<file path="config.mk">
export PLATFORM = sky130hd
export DESIGN_NAME = hls_macc_0_collect
export DESIGN_NICKNAME = d
export VERILOG_FILES = /design/src/rtl/hls_macc_pkg.sv /design/src/rtl/hls_macc_res_fifo.sv /design/src/rtl/hls_macc_0_collect.sv
export SDC_FILE = /design/constraint.sdc
export NUM_CORES = 1
export LEC_CHECK = 0
export BUFFER_PORTS_ARGS = -buffer_cell sky130_fd_sc_hd__buf_4
export CORE_AREA = 2 2 184 186
export CTS_CLUSTER_SIZE = 14
export DETAILED_ROUTE_END_ITERATION = 10
export DIE_AREA = 0 0 186 188
export GPL_TIMING_DRIVEN = 1
export PLACE_DENSITY_LB_ADDON = 0.1
export SYNTH_ARGS = -nofsm -noshare
export SYNTH_HDL_FRONTEND = slang
export SYNTH_SLANG_ARGS = --single-unit
</file>
<file path="constraint.sdc">
create_clock -name ap_clk -period 8.64 [get_ports ap_clk]
set_input_delay 0 -clock ap_clk [delete_from_list [all_inputs] [get_ports ap_clk]]
set_output_delay 0 -clock ap_clk [all_outputs]
set_load 0.02 [all_outputs]
</file>
<file path="src/rtl/hls_macc_pkg.sv">
// Shared definitions for the macc result collector: field layout, frame entry
// format and the frame-assembly state encoding.
package hls_macc_pkg;

  localparam int FIELD_W = 32;
  localparam int FRAME_W = 96;
  localparam int A_LSB   = 0;
  localparam int B_LSB   = 32;
  localparam int C_LSB   = 64;
  localparam int ENTRY_W = FRAME_W + 1;

  typedef enum logic {
    ST_IDLE = 1'b0,
    ST_PART = 1'b1
  } state_e;

  // One buffered result: error flag above the 96-bit payload.
  typedef struct packed {
    logic               err;
    logic [FRAME_W-1:0] data;
  } entry_t;

endpackage

</file>
<file path="src/rtl/hls_macc_res_fifo.sv">
// First-word-fall-through result FIFO; the head entry is presented whenever
// the FIFO holds at least one entry.
module hls_macc_res_fifo #(
  parameter int DEPTH = 4,
  parameter int WIDTH = 97
) (
  input  logic                   clk,
  input  logic                   rst_n,
  input  logic                   push,
  input  logic                   pop,
  input  logic [WIDTH-1:0]       din,
  output logic                   accepted,
  output logic                   valid,
  output logic [WIDTH-1:0]       dout,
  output logic [$clog2(DEPTH):0] level
);

  localparam int AW = $clog2(DEPTH);
  localparam int LW = AW + 1;

  logic [WIDTH-1:0] mem_q [DEPTH];
  logic [AW-1:0]    wr_ptr_q, wr_ptr_d;
  logic [AW-1:0]    rd_ptr_q, rd_ptr_d;
  logic [LW-1:0]    count_q, count_d;
  logic             pop_ok;

  // A pop frees a slot in the same cycle, so a full FIFO still takes a push.
  always_comb begin
    pop_ok   = pop && (count_q != '0);
    accepted = push && ((count_q != LW'(DEPTH)) || pop_ok);
    wr_ptr_d = accepted ? wr_ptr_q + 1'b1 : wr_ptr_q;
    rd_ptr_d = pop_ok ? rd_ptr_q + 1'b1 : rd_ptr_q;
    count_d  = count_q + LW'(accepted) - LW'(pop_ok);
  end

  always_ff @(posedge clk or negedge rst_n) begin
    if (!rst_n) begin
      wr_ptr_q <= '0;
      rd_ptr_q <= '0;
      count_q  <= '0;
    end else begin
      wr_ptr_q <= wr_ptr_d;
      rd_ptr_q <= rd_ptr_d;
      count_q  <= count_d;
    end
  end

  // NOTE: storage is deliberately not reset; count_q alone decides what is valid.
  always_ff @(posedge clk) begin
    if (accepted) mem_q[wr_ptr_q] <= din;
  end

  assign valid = (count_q != '0);
  assign dout  = valid ? mem_q[rd_ptr_q] : '0;
  assign level = count_q;

endmodule

</file>
<file path="src/rtl/hls_macc_0_collect.sv">
// Collects the three macc result fields into 96-bit frames, zero-filling
// fields still missing at ap_done, and buffers frames for a downstream consumer.
module hls_macc_0_collect
  import hls_macc_pkg::*;
#(
  parameter int FIFO_DEPTH = 4,
  parameter int CNT_W      = 16
) (
  input  logic                        ap_clk,
  input  logic                        ap_rst_n,
  input  logic                        ap_done,
  input  logic [31:0]                 out13,
  input  logic                        out13_ap_vld,
  input  logic [31:0]                 out30_o,
  input  logic                        out30_o_ap_vld,
  input  logic [31:0]                 out31,
  input  logic                        out31_ap_vld,
  output logic                        m_valid,
  input  logic                        m_ready,
  output logic [95:0]                 m_data,
  output logic                        m_err,
  output logic [$clog2(FIFO_DEPTH):0] fifo_level,
  output logic                        overflow,
  input  logic                        clr_overflow,
  output logic [CNT_W-1:0]            txn_count
);

  state_e             state_q, state_d;
  logic [2:0]         flags_q, flags_d;
  logic [FIELD_W-1:0] cap_a_q, cap_a_d;
  logic [FIELD_W-1:0] cap_b_q, cap_b_d;
  logic [FIELD_W-1:0] cap_c_q, cap_c_d;
  logic               overflow_q, overflow_d;
  logic [CNT_W-1:0]   txn_count_q, txn_count_d;

  logic [2:0]         stb;
  logic [2:0]         held;
  logic [2:0]         seen;
  logic               push_evt;
  logic               accepted;
  entry_t             frame;
  entry_t             head;

  assign stb = {out31_ap_vld, out30_o_ap_vld, out13_ap_vld};

  always_ff @(posedge ap_clk or negedge ap_rst_n) begin
    if (!ap_rst_n) state_q <= ST_IDLE;
    else           state_q <= state_d;
  end

  // NOTE: every always_comb output gets a default first so no path infers a latch.
  always_comb begin
    state_d = state_q;
    if (push_evt)  state_d = ST_IDLE;
    else if (|stb) state_d = ST_PART;
  end

  // Fields strobed this cycle count toward completion alongside the held flags.
  always_comb begin
    held     = (state_q == ST_PART) ? flags_q : 3'b000;
    seen     = held | stb;
    push_evt = (&seen) | (ap_done & (|seen));
    frame    = '0;
    frame.err = ~(&seen);
    frame.data[A_LSB +: FIELD_W] = stb[0] ? out13   : (held[0] ? cap_a_q : '0);
    frame.data[B_LSB +: FIELD_W] = stb[1] ? out30_o : (held[1] ? cap_b_q : '0);
    frame.data[C_LSB +: FIELD_W] = stb[2] ? out31   : (held[2] ? cap_c_q : '0);
  end

  always_comb begin
    flags_d     = push_evt ? 3'b000 : seen;
    cap_a_d     = stb[0] ? out13   : cap_a_q;
    cap_b_d     = stb[1] ? out30_o : cap_b_q;
    cap_c_d     = stb[2] ? out31   : cap_c_q;
    txn_count_d = txn_count_q + CNT_W'(accepted);
    overflow_d  = overflow_q;
    // A drop in the same cycle as a clear leaves the flag set.
    if (push_evt && !accepted) overflow_d = 1'b1;
    else if (clr_overflow)     overflow_d = 1'b0;
  end

  always_ff @(posedge ap_clk or negedge ap_rst_n) begin
    if (!ap_rst_n) begin
      flags_q     <= '0;
      cap_a_q     <= '0;
      cap_b_q     <= '0;
      cap_c_q     <= '0;
      overflow_q  <= 1'b0;
      txn_count_q <= '0;
    end else begin
      flags_q     <= flags_d;
      cap_a_q     <= cap_a_d;
      cap_b_q     <= cap_b_d;
      cap_c_q     <= cap_c_d;
      overflow_q  <= overflow_d;
      txn_count_q <= txn_count_d;
    end
  end

  hls_macc_res_fifo #(
    .DEPTH (FIFO_DEPTH),
    .WIDTH (ENTRY_W)
  ) u_res_fifo (
    .clk      (ap_clk),
    .rst_n    (ap_rst_n),
    .push     (push_evt),
    .pop      (m_ready),
    .din      (frame),
    .accepted (accepted),
    .valid    (m_valid),
    .dout     (head),
    .level    (fifo_level)
  );

  assign m_data    = head.data;
  assign m_err     = head.err;
  assign overflow  = overflow_q;
  assign txn_count = txn_count_q;

endmodule

</file>
==> impl_metrics.env <==
export IMPL_status="complete, no violations"
export IMPL_hold_viol=0
export IMPL_wl_per_cell_um=20.4
export IMPL_ys_warn_count=0
export IMPL_setup_viol=0
export IMPL_p_leak_nw=9.53
export IMPL_synthCells=1258
export IMPL_synth_compound_area_share_pct=6.26
export IMPL_cp_top_family="flip-flops"
export IMPL_cts_resized_gates=0
export IMPL_start_kind="register"
export IMPL_vias_per_cell=5.71
export IMPL_numCtsBuffers=49
export IMPL_clock_latency_ns=0.56
export IMPL_max_cap_violations=0
export IMPL_worst_ep_required_time_ns=8.64
export IMPL_start_util_pct=61.8
export IMPL_fmaxAchievable_ghz=0.276
export IMPL_fin_ws_ns=5.02
export IMPL_finClkSkew_ns=0.0136
export IMPL_htreeDepth=2
export IMPL_power_density_mw_per_mm2=335
export IMPL_area_growth_pct=22.0
export IMPL_grt_overflow=0
export IMPL_totalWireLength_um=41900
export IMPL_crit_path_end_kind="output port"
export IMPL_yosysSeqAreaShare_pct=72.1
export IMPL_fillerInstances=1951
export IMPL_post_cts_repair_setup_buffers=0
export IMPL_worst_pin_slew_ns=1.07
export IMPL_dp_slack_ns=4.95
export IMPL_relSlewSlack_pct=29.0
export IMPL_r2r_end="u_res_fifo.mem_q[2][43]$_DFFE_PP_"
export IMPL_syn_nets=1372
export IMPL_crit_top_cell="buf_4"
export IMPL_cts_root_buffer="clkbuf_16"
export IMPL_crit_chain="buf_4, mux4_2, and2_1, buf_4"
export IMPL_synthXorXnorAreaFrac_pct=0.813
export IMPL_period_needed_ns=3.62
export IMPL_grt_pass1_wl_um=65500
export IMPL_antenna_found_initial=0
export IMPL_ant_nets=0
export IMPL_rsz0062_at_grt="no"
export IMPL_reg2reg_depth=5
export IMPL_grt_pass1_vias=12044
export IMPL_grt_total_usage_pct=24.7
export IMPL_clock_sinks=512
export IMPL_cts_max_path_buffers=3
export IMPL_clk_pin_slew_ns=0.06
export IMPL_gp_congestion=0.762
export IMPL_die_x_um=186
export IMPL_crit_path_top_delay_cell="dfrtp_4"
export IMPL_postCtsHoldBufs=101
export IMPL_rrSetupSlack_ns=5.34
export IMPL_die_area_mm2=0.0350
export IMPL_io_buffers=221
export IMPL_synthAdderAreaFrac_pct=0.648
export IMPL_max_stage_delay_ns=1.12
export IMPL_reg2reg_from="state_q$_DFFE_PN0P_"
export IMPL_cp_max_fo=51
export IMPL_synth_mux_area_fraction_pct=10.7
export IMPL_fin_tns_setup_ns=0
export IMPL_drv_slew=0
export IMPL_crit_type="reg2out"
export IMPL_netlist_area_mm2=0.0205
export IMPL_path_buf_inv=2
export IMPL_dp_hpwl_um=23700
export IMPL_final_common_cell="edfxtp_1"
export IMPL_peakVddDrop_v=0.000333
export IMPL_arrival_ns=3.62
export IMPL_mostFrequentLayoutCells="edfxtp_1, buf_4, dfrtp_1"
export IMPL_cts_tree="done"
export IMPL_synth_seq_cells=512
export IMPL_die_height_um=188
export IMPL_diodes=0
export IMPL_drt_iter0_drc=899
export IMPL_grt_max_degree=103
export IMPL_num_vias=11728
export IMPL_synth_top_family_by_area="multiplexers"
export IMPL_synth_simple_area_share_pct=5.84
export IMPL_drive_gt1_share_pct=25.5
export IMPL_rows=67
export IMPL_synthDistinctLibCells=38
export IMPL_drt_pass1_iter_count=8
export IMPL_drc_errors=0
export IMPL_avgSynthCellArea_um2=16.3
export IMPL_core_mm2=0.0331
export IMPL_hp_class="in2async"
export IMPL_post_route_period_util_pct=41.9
export IMPL_layout_nets=1680
export IMPL_ios=222
[registers in the layout, summed over array words and instances (netlist names)]
register	cells
u_res_fifo.level	3
state_q	1
u_res_fifo.wr_ptr_q	2
u_res_fifo.mem_q	388
cap_b_q	32
txn_count	16
overflow	1
u_res_fifo.rd_ptr_q	2
cap_c_q	32
cap_a_q	32
flags_q	3
[power by group]
group          internal (mW)  leakage, nW  switching [mW]  total, mW
clock network           1.15        0.747           0.862       2.01
registers               3.24         5.15           0.246       3.49
logic                   1.31         3.64            1.56       2.87
[cell families (layout without fill, tap and decap cells)]
group,Yosys count,after routing
flops,512,512
simple gates,236,236
compound gates,202,202
buf+inv,181,529
mux,98,98
xor+xnor,19,19
fa+ha+maj,10,10
[cell usage after synthesis, drive strengths merged]
cell	count	area (um^2)
edfxtp	388	11700
dfrtp	124	3100
nand2	106	398
inv	105	394
and2	103	649
mux4	97	2180
o31ai	97	728
o21ai	96	480
clkbuf	39	146
buf	37	195
xnor2	14	123
ha	9	113
nand3	8	40.0
nor2	5	18.8
xor2	5	43.8
a21oi	4	27.5
nor3	4	20.0
and3	3	18.8
or3	2	13.8
a211o	1	8.76
a211oi	1	7.51
a22o	1	8.76
and4	1	8.76
fa	1	20.0
mux2	1	15.0
nand2b	1	6.26
nand4	1	6.26
nor4	1	6.26
nor4b	1	8.76
o21a	1	7.51
o22ai	1	12.5
[final cells by class]
cell class	instances	area (um^2)	share of cell area, %
multi-input cells	565	4980	19.9
clock inverters	18	163	0.651
flip-flops and latches	512	14800	59.1
inverters	105	394	1.58
repair buffers	333	2760	11.0
clock buffers	73	1360	5.43
well taps	448	561	2.24
[how the worst max path moves through the flow]
stage	start	to	cells past startpoint
detailed placement	out13_ap_vld	u_res_fifo.mem_q[2][51]$_DFFE_PP_	6
finish	u_res_fifo.rd_ptr_q[0]$_DFFE_PN0P_	m_data[30]	4
global placement	out30_o_ap_vld	u_res_fifo.mem_q[3][45]$_DFFE_PP_	6
CTS	u_res_fifo.rd_ptr_q[0]$_DFFE_PN0P_	m_err	4
global route	u_res_fifo.rd_ptr_q[0]$_DFFE_PN0P_	m_data[30]	4
floorplan	state_q$_DFFE_PN0P_	u_res_fifo.mem_q[0][0]$_DFFE_PP_	5
[per-layer routing]
metal | GRT usage, % | part of all wire [%]
met1 | 35.1 | 41
met2 | 40.7 | 51
met3 | 3.59 | 6.2
met4 | 7.21 | 2.5
met5 | 0 | 0
[per-stage QoR]
| stage | area [um^2] | instances | hold WS, ns | util [%] | power [mW] |
|---|---|---|---|---|---|
| after CTS | 25000 | 2054 | 0.0904 | 75.4 | 8.44 |
| final | 25000 | 2054 | 0.0863 | 75.4 | 8.36 |
| after detailed placement | 22400 | 1862 | 0.114 | 67.8 | 6.39 |
| after global routing | 25000 | 2054 | 0.130 | 75.4 | 8.75 |
| after floorplan | 20500 | 1258 | -0.296 | - | 5.28 |
| after global placement | 22400 | 1862 | 0.110 | 67.8 | 6.33 |
Note: power is estimated with default switching activity, not from simulation.
